[src/rtl/ram_access_ctrl_if.sv]
// Client and RAM-side signal bundle for ram_access_ctrl.
// The controller uses the slave modport; the client/RAM environment uses master.
interface ram_access_ctrl_if #(
  parameter int AW = 3,
  parameter int DW = 8
);
  logic          cmd_valid;
  logic          cmd_ready;
  logic          cmd_wr;
  logic [AW-1:0] cmd_addr;
  logic [AW-1:0] cmd_len;
  logic          wd_valid;
  logic          wd_ready;
  logic [DW-1:0] wd_data;
  logic          rsp_valid;
  logic          rsp_ready;
  logic [DW-1:0] rsp_data;
  logic          rsp_last;
  logic          busy;
  logic          mem_en;
  logic          mem_wr;
  logic [AW-1:0] mem_addr;
  logic [DW-1:0] mem_wdata;
  logic [DW-1:0] mem_rdata;

  modport slave (
    input  cmd_valid, cmd_wr, cmd_addr, cmd_len, wd_valid, wd_data, rsp_ready, mem_rdata,
    output cmd_ready, wd_ready, rsp_valid, rsp_data, rsp_last, busy,
           mem_en, mem_wr, mem_addr, mem_wdata
  );

  modport master (
    output cmd_valid, cmd_wr, cmd_addr, cmd_len, wd_valid, wd_data, rsp_ready, mem_rdata,
    input  cmd_ready, wd_ready, rsp_valid, rsp_data, rsp_last, busy,
           mem_en, mem_wr, mem_addr, mem_wdata
  );
endinterface

[src/rtl/ram_access_ctrl.sv]
// Burst read/write controller driving a single-port synchronous RAM with registered read.
// Write beats become one-cycle RAM strobes; each read beat is issue, capture, then respond.
module ram_access_ctrl #(
  parameter int AW = 3,
  parameter int DW = 8
) (
  input  logic             clk,
  input  logic             rst,
  ram_access_ctrl_if.slave bus
);
  typedef enum logic [2:0] {IDLE, WR, RD_ISSUE, RD_CAPT, RSP} state_e;

  localparam logic [AW-1:0] ONE = AW'(1);

  state_e        state_q;
  logic [AW-1:0] addr_q;
  logic [AW-1:0] beats_q;
  logic [AW-1:0] addr_inc;
  logic          mem_en_q;
  logic          mem_wr_q;
  logic [AW-1:0] mem_addr_q;
  logic [DW-1:0] mem_wdata_q;
  logic          rsp_valid_q;
  logic [DW-1:0] rsp_data_q;
  logic          rsp_last_q;

  assign addr_inc      = addr_q + ONE;
  assign bus.cmd_ready = (state_q == IDLE) && !rst;
  assign bus.wd_ready  = (state_q == WR);
  assign bus.busy      = (state_q != IDLE) || mem_en_q;
  assign bus.mem_en    = mem_en_q;
  assign bus.mem_wr    = mem_wr_q;
  assign bus.mem_addr  = mem_addr_q;
  assign bus.mem_wdata = mem_wdata_q;
  assign bus.rsp_valid = rsp_valid_q;
  assign bus.rsp_data  = rsp_data_q;
  assign bus.rsp_last  = rsp_last_q;

  always_ff @(posedge clk) begin
    if (rst) begin
      state_q     <= IDLE;
      addr_q      <= '0;
      beats_q     <= '0;
      mem_en_q    <= 1'b0;
      mem_wr_q    <= 1'b0;
      mem_addr_q  <= '0;
      mem_wdata_q <= '0;
      rsp_valid_q <= 1'b0;
      rsp_data_q  <= '0;
      rsp_last_q  <= 1'b0;
    end else begin
      // RAM strobes last exactly one cycle unless re-armed below
      mem_en_q <= 1'b0;
      mem_wr_q <= 1'b0;
      case (state_q)
        IDLE: begin
          if (bus.cmd_valid) begin
            addr_q  <= bus.cmd_addr;
            beats_q <= bus.cmd_len;
            if (bus.cmd_wr) begin
              state_q <= WR;
            end else begin
              state_q    <= RD_ISSUE;
              mem_en_q   <= 1'b1;
              mem_addr_q <= bus.cmd_addr;
            end
          end
        end
        WR: begin
          if (bus.wd_valid) begin
            mem_en_q    <= 1'b1;
            mem_wr_q    <= 1'b1;
            mem_addr_q  <= addr_q;
            mem_wdata_q <= bus.wd_data;
            addr_q      <= addr_inc;
            if (beats_q == '0) begin
              state_q <= IDLE;
            end else begin
              beats_q <= beats_q - ONE;
            end
          end
        end
        RD_ISSUE: begin
          state_q <= RD_CAPT;
        end
        RD_CAPT: begin
          rsp_data_q  <= bus.mem_rdata;
          rsp_last_q  <= (beats_q == '0);
          rsp_valid_q <= 1'b1;
          state_q     <= RSP;
        end
        RSP: begin
          if (bus.rsp_ready) begin
            rsp_valid_q <= 1'b0;
            if (beats_q == '0) begin
              state_q <= IDLE;
            end else begin
              beats_q    <= beats_q - ONE;
              addr_q     <= addr_inc;
              mem_en_q   <= 1'b1;
              mem_addr_q <= addr_inc;
              state_q    <= RD_ISSUE;
            end
          end
        end
        default: state_q <= IDLE;
      endcase
    end
  end
endmodule

[src/flat_wrapper.sv]
// flat-port wrapper written by rule: the top's interface ports become plain ports
module ram_access_ctrl_flat 
#(
  parameter int AW = 3,
  parameter int DW = 8
)
  (clk, rst, bus_cmd_valid, bus_cmd_wr, bus_cmd_addr, bus_cmd_len, bus_wd_valid, bus_wd_data, bus_rsp_ready, bus_mem_rdata, bus_cmd_ready, bus_wd_ready, bus_rsp_valid, bus_rsp_data, bus_rsp_last, bus_busy, bus_mem_en, bus_mem_wr, bus_mem_addr, bus_mem_wdata);
  ram_access_ctrl_if #(.AW(AW), .DW(DW)) bus_i ();
  input  logic clk;
  input  logic rst;
  input wire logic [$bits(bus_i.cmd_valid)-1:0] bus_cmd_valid;
  input wire logic [$bits(bus_i.cmd_wr)-1:0] bus_cmd_wr;
  input wire logic [$bits(bus_i.cmd_addr)-1:0] bus_cmd_addr;
  input wire logic [$bits(bus_i.cmd_len)-1:0] bus_cmd_len;
  input wire logic [$bits(bus_i.wd_valid)-1:0] bus_wd_valid;
  input wire logic [$bits(bus_i.wd_data)-1:0] bus_wd_data;
  input wire logic [$bits(bus_i.rsp_ready)-1:0] bus_rsp_ready;
  input wire logic [$bits(bus_i.mem_rdata)-1:0] bus_mem_rdata;
  output wire logic [$bits(bus_i.cmd_ready)-1:0] bus_cmd_ready;
  output wire logic [$bits(bus_i.wd_ready)-1:0] bus_wd_ready;
  output wire logic [$bits(bus_i.rsp_valid)-1:0] bus_rsp_valid;
  output wire logic [$bits(bus_i.rsp_data)-1:0] bus_rsp_data;
  output wire logic [$bits(bus_i.rsp_last)-1:0] bus_rsp_last;
  output wire logic [$bits(bus_i.busy)-1:0] bus_busy;
  output wire logic [$bits(bus_i.mem_en)-1:0] bus_mem_en;
  output wire logic [$bits(bus_i.mem_wr)-1:0] bus_mem_wr;
  output wire logic [$bits(bus_i.mem_addr)-1:0] bus_mem_addr;
  output wire logic [$bits(bus_i.mem_wdata)-1:0] bus_mem_wdata;
  assign bus_i.cmd_valid = bus_cmd_valid;
  assign bus_i.cmd_wr = bus_cmd_wr;
  assign bus_i.cmd_addr = bus_cmd_addr;
  assign bus_i.cmd_len = bus_cmd_len;
  assign bus_i.wd_valid = bus_wd_valid;
  assign bus_i.wd_data = bus_wd_data;
  assign bus_i.rsp_ready = bus_rsp_ready;
  assign bus_i.mem_rdata = bus_mem_rdata;
  assign bus_cmd_ready = bus_i.cmd_ready;
  assign bus_wd_ready = bus_i.wd_ready;
  assign bus_rsp_valid = bus_i.rsp_valid;
  assign bus_rsp_data = bus_i.rsp_data;
  assign bus_rsp_last = bus_i.rsp_last;
  assign bus_busy = bus_i.busy;
  assign bus_mem_en = bus_i.mem_en;
  assign bus_mem_wr = bus_i.mem_wr;
  assign bus_mem_addr = bus_i.mem_addr;
  assign bus_mem_wdata = bus_i.mem_wdata;
  ram_access_ctrl #(.AW(AW), .DW(DW)) u_core (.clk(clk), .rst(rst), .bus(bus_i));
endmodule
[config.mk]
export PLATFORM = sky130hd
export DESIGN_NAME = ram_access_ctrl_flat
export DESIGN_NICKNAME = d
export VERILOG_FILES = /design/src/rtl/ram_access_ctrl_if.sv /design/src/rtl/ram_access_ctrl.sv /design/src/flat_wrapper.sv
export SDC_FILE = /design/constraint.sdc
export NUM_CORES = 1
export LEC_CHECK = 0
export ABC_AREA = 1
export CORE_UTILIZATION = 45
export DETAILED_ROUTE_END_ITERATION = 7
export MAX_ROUTING_LAYER = met4
export PLACE_DENSITY = 0.88
export REMOVE_ABC_BUFFERS = 1
export SYNTH_ARGS = -nofsm -noshare
export SYNTH_HDL_FRONTEND = slang
export SYNTH_SLANG_ARGS = --single-unit
[constraint.sdc]
create_clock -name clk -period 1.4 [get_ports clk]
set_input_delay 0.14 -clock clk [delete_from_list [all_inputs] [get_ports clk]]
set_output_delay 0.14 -clock clk [all_outputs]
set_load 0.02 [all_outputs]
Yosys cells after proc, flatten, opt, wreduce, memory -nomap -nowiden
Index checks and enable logic that the tools add are counted.
{"block": "word_totals", "reg_bits": 32, "latch_bits": 0, "ramBits": 0, "romBits": 0, "inputBits": 28, "output_inout_bits": 26, "elab_cells": 67, "memories": 0}
{"block": "classes", "n_addsub": 2, "n_mul": 0, "div_mod_pow": 0, "magnitude_cmp": 0, "n_eq_ne": 10, "shift": 0, "mux": 29, "bitwise_logic": 1, "n_reduce_logical": 15}
{"operator": "two-way mux 3 bit", "count": 15}
{"operator": "one-hot mux 3 bit (3 select lines)", "count": 3}
{"operator": "one-hot mux 3 bit (5 select lines)", "count": 1}
{"operator": "!= test 2 bit (second input constant)", "count": 5}
{"operator": "AND reduction 4 bit", "count": 2}
{"operator": "== test 3 x 2 -> 1 bit (second input constant)", "count": 2}
{"operator": "logical NOT 3 bit", "count": 2}
{"operator": "two-way mux 1 bit", "count": 6}
{"operator": "AND reduction 6 bit", "count": 1}
{"operator": "nonzero test 3 bit", "count": 2}
{"operator": "AND reduction 5 bit", "count": 1}
{"operator": "two-way mux 2 bit", "count": 2}
{"operator": "AND reduction 2 bit", "count": 2}
{"operator": "adder 3 x 1 -> 3 bit (second input constant)", "count": 1}
{"operator": "== test 3 x 1 -> 1 bit (second input constant)", "count": 1}
{"operator": "== test 3 bit (second input constant)", "count": 1}
{"operator": "one-hot mux 1 bit (3 select lines)", "count": 1}
{"operator": "subtractor 3 x 1 -> 3 bit (second input constant)", "count": 1}
{"operator": "!= test 2 x 1 -> 1 bit (second input constant)", "count": 1}
{"operator": "one-hot mux 1 bit (2 select lines)", "count": 1}
{"operator": "nonzero test 2 bit", "count": 1}
{"operator": "OR reduction 2 bit", "count": 1}
{"operator": "logical AND 1 bit", "count": 1}
{"operator": "logical NOT 1 bit", "count": 1}
{"operator": "2 further kinds", "count": 2}

Longest topological paths before layout
{"block": "depth", "ltp_word": 4, "depth_mapped": 10, "depth_no_buf": 10}

Worst setup path before layout
OpenSTA, ideal clock, no wires.
{"block": "synth_timing", "path_kind": "reg2reg", "from": "register u_core.beats_q[0]", "to": "register u_core.mem_addr_q[2] (netlist: u_core.bus.mem_addr[2])", "setup_time_ns": 0.064, "t_arrival_ns": 1.227, "required_time_ns": 1.336, "setup_slack_ns": 0.109, "path_stages_with_launch": 11, "path_buffers": 0, "period_less_slack_ns": 1.291, "path_cell_list": "dfxtp_1 -> inv_1 -> ha_1 -> inv_1 -> nor2_1 -> nor2_2 -> nand2_2 -> nand2_1 -> nor2_2 -> nor2_1 -> nor2_1"}
{"block": "synth_via", "elab_chain_len": 3}
{"element": "start: declaration", "line": "ram_access_ctrl.sv:17", "source": "logic [AW-1:0] beats_q;"}
{"element": "start signal: assignment", "line": "ram_access_ctrl.sv:59", "source": "beats_q <= bus.cmd_len;"}
{"element": "start signal: assignment", "line": "ram_access_ctrl.sv:79", "source": "beats_q <= beats_q - ONE;"}
{"element": "start signal: assignment", "line": "ram_access_ctrl.sv:98", "source": "beats_q <= beats_q - ONE;"}
{"element": "logical NOT 3 bit", "line": "ram_access_ctrl.sv:95", "source": "if (beats_q == '0) begin"}
{"element": "!= test 2 bit (no line)"}
{"element": "AND reduction 6 bit (no line)"}
{"element": "end signal: assignment", "line": "ram_access_ctrl.sv:65", "source": "mem_addr_q <= bus.cmd_addr;"}
{"element": "end signal: assignment", "line": "ram_access_ctrl.sv:73", "source": "mem_addr_q <= addr_q;"}
{"element": "end signal: assignment", "line": "ram_access_ctrl.sv:101", "source": "mem_addr_q <= addr_inc;"}
{"element": "end: declaration", "line": "ram_access_ctrl.sv:21", "source": "logic [AW-1:0] mem_addr_q;"}
Every way passes these cells.
A chain may end at the register's enable or synchronous reset.

Worst setup path in the final report
{"block": "layout_timing", "from": "register u_core.beats_q[0]", "to": "register u_core.mem_addr_q[0] (netlist: u_core.bus.mem_addr[0])"}
Same word-level chain as after synthesis.

==> impl_metrics.prom <==
# TYPE chip_impl_metric gauge
chip_impl_info{name="outcome",value="finished, violations left"} 1
chip_impl_info{name="violations",value="negative setup slack"} 1
chip_impl_metric{name="firstDrtPassIters",unit=""} 4
chip_impl_metric{name="antenna_found_initial",unit=""} 0
chip_impl_metric{name="report.final.setup_viol",unit=""} 2
chip_impl_info{name="worst_setup_path_end_kind",value="flip-flop"} 1
chip_impl_metric{name="rows",unit=""} 21
chip_impl_metric{name="fin_util",unit="%"} 77.3
chip_impl_metric{name="initial_utilization",unit="%"} 47.1
chip_impl_metric{name="worst-r2r-cell-count",unit=""} 10
chip_impl_metric{name="crit_required",unit="ns"} 1.70
chip_impl_metric{name="syn_inst",unit=""} 224
chip_impl_metric{name="io_buffers",unit=""} 53
chip_impl_info{name="cpMostUsedCell",value="sky130_fd_sc_hd__nor2_4"} 1
chip_impl_info{name="yosys-top-cells-area",value="sky130_fd_sc_hd__dfxtp_1 41%, sky130_fd_sc_hd__nor2_1 14%, sky130_fd_sc_hd__nand2_1 7.4%"} 1
chip_impl_metric{name="area.sequential",unit="sq um"} 647
chip_impl_metric{name="ports_placed_on_the_boundary",unit=""} 54
chip_impl_metric{name="final_worst_setup_slack",unit="ns"} -0.0226
chip_impl_metric{name="syn_to_final_growth",unit="%"} 64.1
chip_impl_metric{name="synth.ff_latch_count",unit=""} 32
chip_impl_metric{name="cts.sinks",unit=""} 32
chip_impl_metric{name="crit_path_max_incr_delay",unit="ns"} 0.34
chip_impl_metric{name="post_dp_cell_area",unit="sq mm"} 0.00234
chip_impl_info{name="postSynth.topFlopCell",value="sky130_fd_sc_hd__dfxtp_1"} 1
chip_impl_metric{name="netlist_cell_types",unit=""} 24
chip_impl_metric{name="period_minus_slack",unit="ns"} 1.42
chip_impl_metric{name="whs_path_depth",unit=""} 3
chip_impl_metric{name="finish.instance_area",unit="sq mm"} 0.00258
chip_impl_metric{name="cap_viol_max_count",unit=""} 0
chip_impl_info{name="rsz0062_at_grt",value="yes"} 1
chip_impl_metric{name="finalHoldViolCount",unit=""} 0
chip_impl_info{name="netlist.top_cell.by_area",value="sky130_fd_sc_hd__dfxtp_1"} 1
chip_impl_metric{name="place_congestion",unit=""} 0.864
chip_impl_metric{name="swShare",unit="%"} 42.8
chip_impl_metric{name="multi_input_comb_area",unit="sq um"} 926
chip_impl_metric{name="fin_cells",unit=""} 355
chip_impl_metric{name="switchingPower",unit="mW"} 2.06
chip_impl_metric{name="floorplan.die.width",unit="um"} 61.1
chip_impl_metric{name="number_of_buffers_added_by_the_clock_tree_synthesis_step",unit=""} 5
chip_impl_metric{name="max-clock-path-buffers",unit=""} 2
chip_impl_metric{name="grt_overflow",unit=""} 0
chip_impl_metric{name="cts_clk_pin_slew_worst_paths",unit="ns"} 0.11
chip_impl_metric{name="timing.critical_path.buf_inv",unit=""} 2
chip_impl_info{name="cts_root_buffer",value="sky130_fd_sc_hd__clkbuf_4"} 1
chip_impl_metric{name="post_cts_hold_buffer_count",unit=""} 0
chip_impl_metric{name="cts.htree.levels",unit=""} 2
chip_impl_info{name="yosys-top-cells-count",value="58 x sky130_fd_sc_hd__nor2_1, 32 x sky130_fd_sc_hd__dfxtp_1, 31 x sky130_fd_sc_hd__nand2_1, 22 x sky130_fd_sc_hd__inv_1, 22 x sky130_fd_sc_hd__o21ai_0"} 1
chip_impl_metric{name="die_height",unit="um"} 61.1
chip_impl_info{name="crit-reg2reg-launch",value="u_core.beats_q[0]$_SDFFE_PP0P_"} 1
chip_impl_info{name="criticalPathCategory",value="reg -> reg"} 1
chip_impl_metric{name="min_period_over_period",unit="%"} 102
chip_impl_metric{name="count_of_antenna_diodes_in_the_layout",unit=""} 0
chip_impl_metric{name="place.detailed.hpwl",unit="um"} 3140
chip_impl_metric{name="grt_start_max_net_pins",unit=""} 15
chip_impl_metric{name="insertion_delay",unit="ns"} 0.35
chip_impl_metric{name="final-max-slew-violation-count",unit=""} 0
chip_impl_metric{name="synth_edf_count",unit=""} 0
chip_impl_metric{name="design.final.nets",unit=""} 339
chip_impl_metric{name="grt_pass1_wl",unit="um"} 6590
chip_impl_metric{name="seqPwrFrac",unit="%"} 27.3
chip_impl_metric{name="vdd_ir_drop_max",unit="mV"} 0.915
chip_impl_metric{name="maxSlewHeadroom",unit="%"} 82.4
chip_impl_info{name="worstSetupStartpointType",value="flip-flop"} 1
chip_impl_info{name="timing.hold.worst.start",value="bus_mem_rdata[1]"} 1
chip_impl_metric{name="power.share.clock",unit="%"} 15.8
chip_impl_metric{name="dieArea",unit="sq mm"} 0.00373
chip_impl_metric{name="endpoint_arrival_time_on_the_critical_path",unit="ns"} 1.72
chip_impl_info{name="hold-path-endpoint",value="u_core.bus.rsp_data[1]$_SDFFE_PP0P_"} 1
chip_impl_metric{name="vias_per_cell",unit=""} 4.89
chip_impl_metric{name="fmax",unit="GHz"} 0.703
chip_impl_metric{name="final.fill_count",unit=""} 271
chip_impl_metric{name="syn_avg_cell_area",unit="sq um"} 7.02
chip_impl_metric{name="cp_max_fo",unit=""} 5
chip_impl_info{name="critPathTopFamily",value="simple AND/OR/NAND/NOR gates"} 1
chip_impl_metric{name="p_leak",unit="nW"} 1.29
chip_impl_metric{name="dp.cells",unit=""} 343
chip_impl_info{name="timing.hold.worst.class",value="in -> reg"} 1
chip_impl_metric{name="post-place-ws",unit="ns"} -0.0989
chip_impl_metric{name="syn_area",unit="sq mm"} 0.00157
chip_impl_metric{name="drt_wl_total",unit="um"} 4620
chip_impl_metric{name="timing_worst_slew_pin_value",unit="ns"} 0.264
chip_impl_metric{name="power.density_cell_area",unit="mW/mm^2"} 1860
chip_impl_metric{name="worst-r2r-setup-slack",unit="ns"} -0.02
chip_impl_metric{name="ant_nets",unit=""} 0
chip_impl_metric{name="seq_area_frac_synth",unit="%"} 40.8
chip_impl_metric{name="drt_first_iter_violations",unit=""} 47
chip_impl_info{name="crit_path_cell_trace",value="inv_2, ha_4, inv_2, nor2_4, nor2_4, nand2_2, nand2_2, nor2_4, nor2_1, nor2_1"} 1
chip_impl_metric{name="vias",unit=""} 1735
chip_impl_metric{name="synthesis_warnings",unit=""} 0
chip_impl_info{name="cts_tree",value="yes"} 1
chip_impl_metric{name="wl_per_cell",unit="um"} 13.0
chip_impl_metric{name="asyncSetResetFlopFracSynth",unit="%"} 0
chip_impl_metric{name="final_layout_size_suffix_gt1_share",unit="%"} 28.8
chip_impl_metric{name="grt_util_all_layers",unit="%"} 25.6
chip_impl_metric{name="cellInternalPower",unit="mW"} 2.75
chip_impl_metric{name="first_global_vias",unit=""} 1533
chip_impl_metric{name="drt_drc_violations_left",unit=""} 0
chip_impl_metric{name="whs",unit="ns"} 0.360
chip_impl_info{name="cell_with_the_most_instances_after_synthesis",value="sky130_fd_sc_hd__nor2_1"} 1
chip_impl_metric{name="core_region_area",unit="sq mm"} 0.00334
chip_impl_metric{name="clock-skew-final",unit="ns"} 0.00673
chip_impl_info{name="r2r_end",value="u_core.bus.mem_addr[0]$_SDFFE_PP0P_"} 1
chip_impl_metric{name="post-synth-top-area-fraction",unit="%"} 40.8
chip_impl_info{name="crit_path_top_delay_cell",value="sky130_fd_sc_hd__dfxtp_2"} 1
chip_impl_metric{name="pwr-share-comb",unit="%"} 56.9
[through the flow]
stage | power (mW) | setup TNS (ns)
floorplan | 2.67 | 0
global route | 5.14 | -0.567
finish | 4.81 | -0.0350
detailed placement | 3.63 | -0.239
CTS | 4.27 | -0.0778
global placement | 3.57 | -0.137
[how the worst max path moves through the flow]
stage / cells after the start / slack, ns / start / endpoint
4_1_cts: 4 / -0.08 / u_core.state_q[0]$_SDFFE_PP0P_ / bus_busy
5_1_grt: 10 / -0.09 / u_core.beats_q[0]$_SDFFE_PP0P_ / u_core.bus.mem_addr[0]$_SDFFE_PP0P_
3_3_place_gp: 3 / -0.08 / rst / bus_cmd_ready
2_1_floorplan: 9 / 0.10 / u_core.state_q[0]$_SDFFE_PP0P_ / u_core.beats_q[2]$_SDFFE_PP0P_
3_5_place_dp: 3 / -0.1 / rst / bus_cmd_ready
6_report: 10 / -0.02 / u_core.beats_q[0]$_SDFFE_PP0P_ / u_core.bus.mem_addr[0]$_SDFFE_PP0P_
[per-layer routing]
layer,global-route usage [%],up-vias,part of all wire [%]
li1,-,879,-
met4,11.7,0,2.1
met1,28.3,798,41
met2,42.9,45,52
met5,-,-,0
met3,6.72,13,4.6
[sequential cells by signal, summed over array words and instances (netlist names)]
signal and flops:
u_core.bus.mem_wr 1, u_core.bus.rsp_valid 1, u_core.bus.mem_en 1, u_core.bus.rsp_last 1, u_core.addr_q 3, u_core.bus.rsp_data 8
u_core.bus.mem_addr 3, u_core.bus.mem_wdata 8, u_core.state_q 3, u_core.beats_q 3
[cell type report]
cell class / instances / share of cell area, %
clock buffer: 5 / 1.46
clock inverter: 3 / 1.80
inverter: 26 / 3.88
multi-input combinational: 161 / 35.9
sequential: 32 / 25.1
tap: 46 / 2.23
timing repair buffer: 82 / 29.6
[cells in the final DEF, fill, tap and decap left out, drive strengths merged]
cell,synthesis,routed
a21oi,7,7
dfxtp,32,32
or2,1,1
nand3,18,18
buf,3,32
o21ai,23,23
xnor2,2,2
ha,3,3
inv,26,27
nand2,35,35
o211ai,2,2
a31o,1,1
dlygate4sd2,0,23
nor2,64,64
nor3,2,2
clkinvlp,0,1
clkbuf,2,5
nand4,3,3
bufinv,0,1
clkdlybuf4s50,0,27
[worst min-delay path: cells and delay by family]
kind                   cells  cell delay, ns
buffers and inverters      1            0.39
and+or+nand+nor            2            0.15
[kinds of logic (layout without fill, tap and decap cells)]
logic type | Yosys count | after routing | synth area share, %
AOI/OAI and AO/OA | 33 | 33 | 11.3
DFF | 32 | 32 | 40.8
adders and majority gates | 3 | 3 | 2.39
and+or+nand+nor | 123 | 123 | 36.4
buffers and inverters | 31 | 116 | 8.04
xor gates and xnor gates | 2 | 2 | 1.11
[timing repair]
item | CTS | global route
endpoints found under the setup margin | 31 | 17
gates resized for setup | 41 | 51
pin swaps | 1 | 20
buffers inserted | 0 | 5
[power by group through the flow]
stage,Combinational [mW],Sequential (mW),Clock (mW)
finish,2.74,1.31,0.759
global route,2.99,1.34,0.815
CTS,2.21,1.30,0.763
detailed placement,2.33,1.30,0
global placement,2.27,1.29,0
floorplan,1.21,1.46,0
No activity file was read; power rests on OpenSTA's default activity.
